<file path="src/rtl/firroot_ctrl.sv">
// firroot_ctrl: stream and coefficient sequencer for the FIRROOT datapath.
// Double-buffered taps, gated sample feed, latency-matched result capture.
module firroot_ctrl #(
  parameter int NTAPS    = 7,
  parameter int PIPE_LAT = 2
) (
  input  logic        Clk,
  input  logic        Rst_n,
  input  logic        cfg_we,
  input  logic [2:0]  cfg_addr,
  input  logic [7:0]  cfg_data,
  input  logic        cfg_commit,
  input  logic        start,
  input  logic        stop,
  input  logic        in_valid,
  input  logic [7:0]  in_data,
  output logic        in_ready,
  output logic [7:0]  Data_i,
  output logic [7:0]  B0,
  output logic [7:0]  B1,
  output logic [7:0]  B2,
  output logic [7:0]  B3,
  output logic [7:0]  B4,
  output logic [7:0]  B5,
  output logic [7:0]  B6,
  input  logic [7:0]  FIRout,
  input  logic [7:0]  ROOTout,
  output logic        out_valid,
  output logic [7:0]  fir_q,
  output logic [7:0]  root_q,
  output logic [15:0] out_count,
  output logic        busy,
  output logic        cfg_err
);

  localparam int FW = $clog2(NTAPS + 1);
  localparam logic [FW-1:0] FILL_MAX = FW'(NTAPS);
  localparam logic [FW-1:0] FILL_HIT = FW'(NTAPS - 1);
  localparam logic [3:0] FLUSH_MAX = 4'(PIPE_LAT);

  typedef enum logic [1:0] {
    IDLE  = 2'd0,
    RUN   = 2'd1,
    FLUSH = 2'd2
  } state_t;

  typedef struct packed {
    logic v;
    logic full;
  } tag_t;

  state_t state;
  state_t state_nxt;

  tag_t [PIPE_LAT:0] tag;
  tag_t              tag_in;
  logic              tag_busy;

  logic [FW-1:0] fill;
  logic [3:0]    flush_cnt;

  logic [7:0] shadow     [NTAPS];
  logic [7:0] shadow_nxt [NTAPS];
  logic [7:0] bank       [NTAPS];

  logic bank_ok;
  logic pending;
  logic accept;
  logic go;
  logic enter_idle;
  logic addr_bad;
  logic apply;
  logic hit;

  assign busy     = (state != IDLE);
  assign in_ready = (state == RUN) && !stop;
  assign accept   = in_ready && in_valid;
  assign addr_bad = cfg_we && (cfg_addr >= 3'(NTAPS));

  assign go         = (state == IDLE) && (state_nxt == RUN);
  assign enter_idle = (state != IDLE) && (state_nxt == IDLE);

  // Commit lands at once when idle, otherwise on the way back to IDLE.
  assign apply = (state == IDLE) ? cfg_commit
               : (enter_idle && (pending || cfg_commit));

  assign hit = tag[PIPE_LAT].v && tag[PIPE_LAT].full;

  assign B0 = bank[0];
  assign B1 = bank[1];
  assign B2 = bank[2];
  assign B3 = bank[3];
  assign B4 = bank[4];
  assign B5 = bank[5];
  assign B6 = bank[6];

  // New tag: marks a real sample and whether the tap window is full.
  always_comb begin
    tag_in      = '0;
    tag_in.v    = accept;
    tag_in.full = accept && (fill >= FILL_HIT);
  end

  // Any real sample still travelling through the datapath.
  always_comb begin
    tag_busy = 1'b0;
    for (int i = 0; i <= PIPE_LAT; i++) begin
      tag_busy = tag_busy | tag[i].v;
    end
  end

  // Sequencer next state.
  always_comb begin
    state_nxt = state;
    unique case (state)
      IDLE: begin
        if (start && !stop && bank_ok) begin
          state_nxt = RUN;
        end
      end
      RUN: begin
        if (stop) begin
          state_nxt = FLUSH;
        end
      end
      FLUSH: begin
        if (flush_cnt == FLUSH_MAX && !tag_busy) begin
          state_nxt = IDLE;
        end
      end
      default: state_nxt = IDLE;
    endcase
  end

  // Sequencer state register.
  always_ff @(posedge Clk or negedge Rst_n) begin
    if (!Rst_n) begin
      state <= IDLE;
    end else begin
      state <= state_nxt;
    end
  end

  // Drain timer: edges spent in FLUSH.
  always_ff @(posedge Clk or negedge Rst_n) begin
    if (!Rst_n) begin
      flush_cnt <= '0;
    end else if (state != FLUSH) begin
      flush_cnt <= '0;
    end else if (flush_cnt != FLUSH_MAX) begin
      flush_cnt <= flush_cnt + 4'd1;
    end
  end

  // Tap window fill level since start.
  always_ff @(posedge Clk or negedge Rst_n) begin
    if (!Rst_n) begin
      fill <= '0;
    end else if (go) begin
      fill <= '0;
    end else if (accept && fill != FILL_MAX) begin
      fill <= fill + FW'(1);
    end
  end

  // Sample feed; bubbles push zeros since the FIR never stalls.
  always_ff @(posedge Clk or negedge Rst_n) begin
    if (!Rst_n) begin
      Data_i <= '0;
      tag    <= '0;
    end else begin
      Data_i <= accept ? in_data : 8'd0;
      tag    <= {tag[PIPE_LAT-1:0], tag_in};
    end
  end

  // Result capture aligned to the datapath latency.
  always_ff @(posedge Clk or negedge Rst_n) begin
    if (!Rst_n) begin
      out_valid <= 1'b0;
      fir_q     <= '0;
      root_q    <= '0;
    end else begin
      out_valid <= hit;
      if (hit) begin
        fir_q  <= FIRout;
        root_q <= ROOTout;
      end
    end
  end

  // Result counter, restarted by each start.
  always_ff @(posedge Clk or negedge Rst_n) begin
    if (!Rst_n) begin
      out_count <= '0;
    end else if (go) begin
      out_count <= '0;
    end else if (hit) begin
      out_count <= out_count + 16'd1;
    end
  end

  // Shadow bank with the same-cycle write folded in.
  always_comb begin
    for (int i = 0; i < NTAPS; i++) begin
      shadow_nxt[i] = shadow[i];
      if (cfg_we && cfg_addr == 3'(i)) begin
        shadow_nxt[i] = cfg_data;
      end
    end
  end

  // Shadow register.
  always_ff @(posedge Clk or negedge Rst_n) begin
    if (!Rst_n) begin
      for (int i = 0; i < NTAPS; i++) begin
        shadow[i] <= '0;
      end
    end else begin
      for (int i = 0; i < NTAPS; i++) begin
        shadow[i] <= shadow_nxt[i];
      end
    end
  end

  // Live bank and the flag that a bank has ever been committed.
  always_ff @(posedge Clk or negedge Rst_n) begin
    if (!Rst_n) begin
      for (int i = 0; i < NTAPS; i++) begin
        bank[i] <= '0;
      end
      bank_ok <= 1'b0;
    end else if (apply) begin
      for (int i = 0; i < NTAPS; i++) begin
        bank[i] <= shadow_nxt[i];
      end
      bank_ok <= 1'b1;
    end
  end

  // Commit requested while streaming waits here.
  always_ff @(posedge Clk or negedge Rst_n) begin
    if (!Rst_n) begin
      pending <= 1'b0;
    end else if (apply) begin
      pending <= 1'b0;
    end else if (cfg_commit && state != IDLE) begin
      pending <= 1'b1;
    end
  end

  // Error pulse: bad address or start with no usable bank.
  always_ff @(posedge Clk or negedge Rst_n) begin
    if (!Rst_n) begin
      cfg_err <= 1'b0;
    end else begin
      cfg_err <= addr_bad
              || (state == IDLE && start && !stop && !bank_ok);
    end
  end

endmodule

</file>
<file path="config.mk">
export PLATFORM = sky130hd
export DESIGN_NAME = firroot_ctrl
export DESIGN_NICKNAME = d
export VERILOG_FILES = /design/src/rtl/firroot_ctrl.sv
export SDC_FILE = /design/constraint.sdc
export NUM_CORES = 1
export LEC_CHECK = 0
export BUFFER_PORTS_ARGS = -buffer_cell sky130_fd_sc_hd__buf_2
export CAP_MARGIN = 20
export CELL_PAD_IN_SITES_DETAIL_PLACEMENT = 0
export CELL_PAD_IN_SITES_GLOBAL_PLACEMENT = 1
export CORE_UTILIZATION = 44
export CTS_CLUSTER_SIZE = 8
export DETAILED_ROUTE_END_ITERATION = 12
export PLACE_DENSITY_LB_ADDON = 0.1
export SLEW_MARGIN = 40
export SYNTH_ARGS = -nofsm -noshare
export SYNTH_HDL_FRONTEND = slang
export SYNTH_SLANG_ARGS = --single-unit
</file>
<file path="constraint.sdc">
create_clock -name Clk -period 2.7 [get_ports Clk]
set_input_delay 0.54 -clock Clk [delete_from_list [all_inputs] [get_ports Clk]]
set_output_delay 0.54 -clock Clk [all_outputs]
set_load 0.05 [all_outputs]
</file>
==> run summary <==
Final net count: 645. Remaining design rule violation count: 6. The tools report the number of endpoints with negative hold slack in the final report as 0. The number of optimization iterations in the first detailed-route pass was 12; the number of enable-type register cells in the synthesized netlist was 0. The vertical die dimension works out to 125 um. Detailed routing placed a total of 595 um of wire on met3. The summed negative setup slack over all endpoints came out at 0 ns.

Type of the worst setup path: reg2reg. The fraction of final layout cells sized beyond drive strength 1 was 0.521; the sequential fraction of the synthesis area was 0.639. The most used flip-flop cell after synthesis was sky130_fd_sc_hd__dfrtp_1.

Buffers inserted to repair hold after CTS numbered 0. The tools report the final-report max-slew violation count as 0. Counting distinct cell types in the post-synthesis netlist gives 38.

Relative slew slack: 0.621. Input and output buffers added on the ports amount to 141. The proportion of total power due to net switching came out at 0.378. The cell total after placement is 762, and the post-synthesis area per instance is 15.1 um^2. The tools report the endpoint required time on the critical path as 2.99 ns. TritonCTS built the clock tree.

After clock tree synthesis, the clock-pin slew on the worst setup and hold paths is 0.06 ns. For the portion of total power attributed to sequential cells, the log shows 0.374. The worst-case IR drop observed on VDD is 0.619 mV. The layout has 1238 filler cells. Routability-driven placement finished with a final weighted congestion of 0.711. The internal power contribution was 5900 uW. The number of buffers and inverters on the critical path is 2.

Counting flops per register, the top entry is shadow. The share of Yosys cell area claimed by the top area cell type was 0.639. The number of global-route vias before repair was 4075.

For this block, the initial DRC count from the detailed router was 184. The die is 125 um wide. Excluding fillers, the count of instances in the completed layout stands at 792.

The first-pass GRT wire length is 21300 um. The worst hold path belongs to the class in2async. The actual transition at the worst max-transition pin came out at 0.565 ns. In the final routed layout, each cell accounts on average for 16.3 um. The number of vias per cell came out at 5.03.

Setup repair after global routing left no endpoint under its margin. For this run, the number of Yosys warnings is 0. The proportion of register bits with asynchronous set or reset after synthesis is 1.00, and the biggest fanout along the worst timing path is 58. Synthesis produced 442 cells. The final cycle utilization of the critical path came out at 0.835.

Max-cap violations in this run came to 0. The analysis attributes to cell leakage a power of 0.00411 uW. Clock skew on the completed layout was measured at 0.00628 ns. The total area inside the core boundary comes to 14700 um^2.

In this run, CTS created clock tree buffers numbering 17. For this design the total switching power over the nets is 3580 uW. The die covers 15700 um^2.

The clock tree synthesis step divided the H-tree into 4 levels. The worst path needs 2.25 ns of the cycle, external delays included. On the worst path, the slowest cell contributes a delay of 0.51 ns.

The buffers inserted during post-CTS setup optimization was 0. The final reports fail on DRC. The tools report the root buffer cell as sky130_fd_sc_hd__clkbuf_16.

From synthesis to final layout, the design area changed by 23.1%. The aggregate global-route resource usage was 0.176. For the largest net degree at the start of global routing, the log shows 59. The run gives 6110 um as the routed metal-1 wirelength.

Relative contribution of combinational cells to total power: 0.377. The logs give 6690 um^2 for the post-synth design cell area and 490 for the post-synth net total. For the global route total overflow, the log shows 0.

After synthesis the netlist holds a flip-flop and latch count of 171. 142 I/O pins were placed. The slowest stage of the critical path belongs to the cell sky130_fd_sc_hd__or3_2. Timing would allow up to 443 MHz.

Traced cell by cell, the critical path runs through inv_1, ha_1, nor3b_4, a21oi_2, or3_2, buf_12, mux2_2. The run finished, with violations left. sky130_fd_sc_hd__dfrtp_1 takes more of the synthesized area than any other cell. The run gives 2.55 ns as the arrival time at the worst endpoint.

The largest registers in the layout are shadow (56), out_count (16). The kind of cell with the highest combined delay along the critical path is simple AND/OR/NAND/NOR gates. By area the synthesized netlist is led by sky130_fd_sc_hd__dfrtp_1, sky130_fd_sc_hd__mux2_2, sky130_fd_sc_hd__mux2_4. The highest metal layer carrying signal wires in the routed design is met4. The longest clock path from root to sink contains 2 buffers. The clock share of power was 0.249; the initial core utilization was 0.455. Number of flip-flops under the largest register name: 56.

The repair_antennas step left the layout with diodes totalling 0. The tools report the kind of end point of the critical path as a flop. The routed design has 12900 um of wire. The tools report the post-DP HPWL as 8860 um. The logs give 0 for the post-cts resize count and 0 for the initial antenna violation count. In this run the remaining antenna-violating nets after routing total 0. For the total of endpoints with negative setup slack in the final report, the log shows 0.

In this run the power density over the cells is 1150 nW/um^2. The floorplan has 44 rows. The sort of element at the start of the critical path is a flop. Clock latency on the worst-skew pair, taken at its later pin, is 0.41 ns. The detailed router placed 3981 vias in this run. The number of sinks handled by clock tree synthesis was 171; the routed length on met2 was 6040 um.
[layout make-up]
type	instances	area (um^2)	area share
clock buffer	24	492	0.0597
clock inverter	6	87.6	0.0106
inverter	8	30.0	0.00364
multi-input combinational	246	2300	0.279
sequential	171	4280	0.519
tap	184	230	0.0279
timing repair buffer	153	827	0.100
[per-layer routing]
metal  up-vias  track usage
li1       1848            -
met1      2029        0.241
met2        90        0.271
met3        14       0.0531
met4         0       0.0567
met5         -            0
[cell usage in the layout, fill, tap and decap left out, types with 4 or more instances in the layout]
cell / instances
sky130_fd_sc_hd__a21oi_1: 9
sky130_fd_sc_hd__and2_1: 11
sky130_fd_sc_hd__buf_2: 140
sky130_fd_sc_hd__buf_4: 10
sky130_fd_sc_hd__clkbuf_16: 17
sky130_fd_sc_hd__clkbuf_8: 4
sky130_fd_sc_hd__dfrtp_1: 171
sky130_fd_sc_hd__ha_1: 6
sky130_fd_sc_hd__inv_1: 8
sky130_fd_sc_hd__mux2_2: 110
sky130_fd_sc_hd__mux2_4: 18
sky130_fd_sc_hd__nand2_1: 9
sky130_fd_sc_hd__nand2b_1: 4
sky130_fd_sc_hd__nand3_1: 6
sky130_fd_sc_hd__nor2_1: 18
sky130_fd_sc_hd__nor3_1: 4
sky130_fd_sc_hd__xnor2_1: 4
sky130_fd_sc_hd__xor2_1: 10
[power groups by stage]
stage	clock network [uW]	logic [uW]	registers [uW]
after floorplan	0	1340	5040
after global placement	0	3560	3570
after detailed placement	0	3610	3590
after CTS	2430	3610	3550
after global routing	2520	3760	3620
final	2360	3570	3540
[per-stage QoR]
stage	utilization	setup slack [ns]	hold WS, ns	instance area, um^2	power [uW]
after CTS	0.561	0.450	0.0282	8240	9590
after floorplan	-	0.575	0.244	6690	6380
after detailed placement	0.521	0.465	0.338	7660	7190
after global placement	0.521	0.516	0.333	7660	7130
after global routing	0.561	0.364	0.0402	8240	9910
final	0.561	0.445	0.0248	8240	9480
[cells by family (layout without fill, tap and decap cells)]
logic type | Yosys count | after routing | share of synthesized area
compound gates | 18 | 18 | 0.0163
xor+xnor | 14 | 14 | 0.0183
simple gates | 78 | 78 | 0.0686
mux | 130 | 130 | 0.228
buf+inv | 25 | 191 | 0.0179
fa+ha+maj | 6 | 6 | 0.0112
flops | 171 | 171 | 0.639
[cells in the mapped netlist, types with 2 or more instances]
cell / instances
sky130_fd_sc_hd__dfrtp_1: 171
sky130_fd_sc_hd__mux2_2: 110
sky130_fd_sc_hd__mux2_4: 18
sky130_fd_sc_hd__nor2_1: 18
sky130_fd_sc_hd__and2_1: 11
sky130_fd_sc_hd__xor2_1: 10
sky130_fd_sc_hd__a21oi_1: 9
sky130_fd_sc_hd__nand2_1: 9
sky130_fd_sc_hd__clkbuf_1: 8
sky130_fd_sc_hd__inv_1: 8
sky130_fd_sc_hd__ha_1: 6
sky130_fd_sc_hd__nand3_1: 6
sky130_fd_sc_hd__nand2b_1: 4
sky130_fd_sc_hd__nor3_1: 4
sky130_fd_sc_hd__or3_1: 4
sky130_fd_sc_hd__xnor2_1: 4
sky130_fd_sc_hd__and3_1: 3
sky130_fd_sc_hd__buf_1: 3
sky130_fd_sc_hd__buf_2: 3
sky130_fd_sc_hd__buf_6: 3
sky130_fd_sc_hd__nand4_1: 3
sky130_fd_sc_hd__o21ai_0: 3
sky130_fd_sc_hd__and4_1: 2
sky130_fd_sc_hd__mux2i_1: 2
sky130_fd_sc_hd__nand4b_1: 2
sky130_fd_sc_hd__nor2b_1: 2
sky130_fd_sc_hd__nor3_2: 2
sky130_fd_sc_hd__nor3b_2: 2
sky130_fd_sc_hd__o31ai_1: 2
sky130_fd_sc_hd__or4_1: 2
[worst paths after layout]
check / endpoint / slack, ns / from / cells past startpoint
setup / recovery: B2[2]$_DFFE_PN0P_ / 0.45 / flush_cnt[0]$_DFFE_PN0P_ / 7
hold / removal: fir_q[0]$_DFFE_PN0P_ / 0.02 / Rst_n / 1
setup reg to reg: B2[2]$_DFFE_PN0P_ / 0.45 / flush_cnt[0]$_DFFE_PN0P_ / 7
hold reg to reg: tag[4]$_DFF_PN0_ / 0.34 / tag[2]$_DFF_PN0_ / 0
max in group asynchronous: out_count[3]$_DFFE_PN0P_ / 1.92 / Rst_n / 2
min in group Clk: Data_i[0]$_DFF_PN0_ / 0.33 / in_data[0] / 2
No activity file was read; power rests on OpenSTA's default activity.
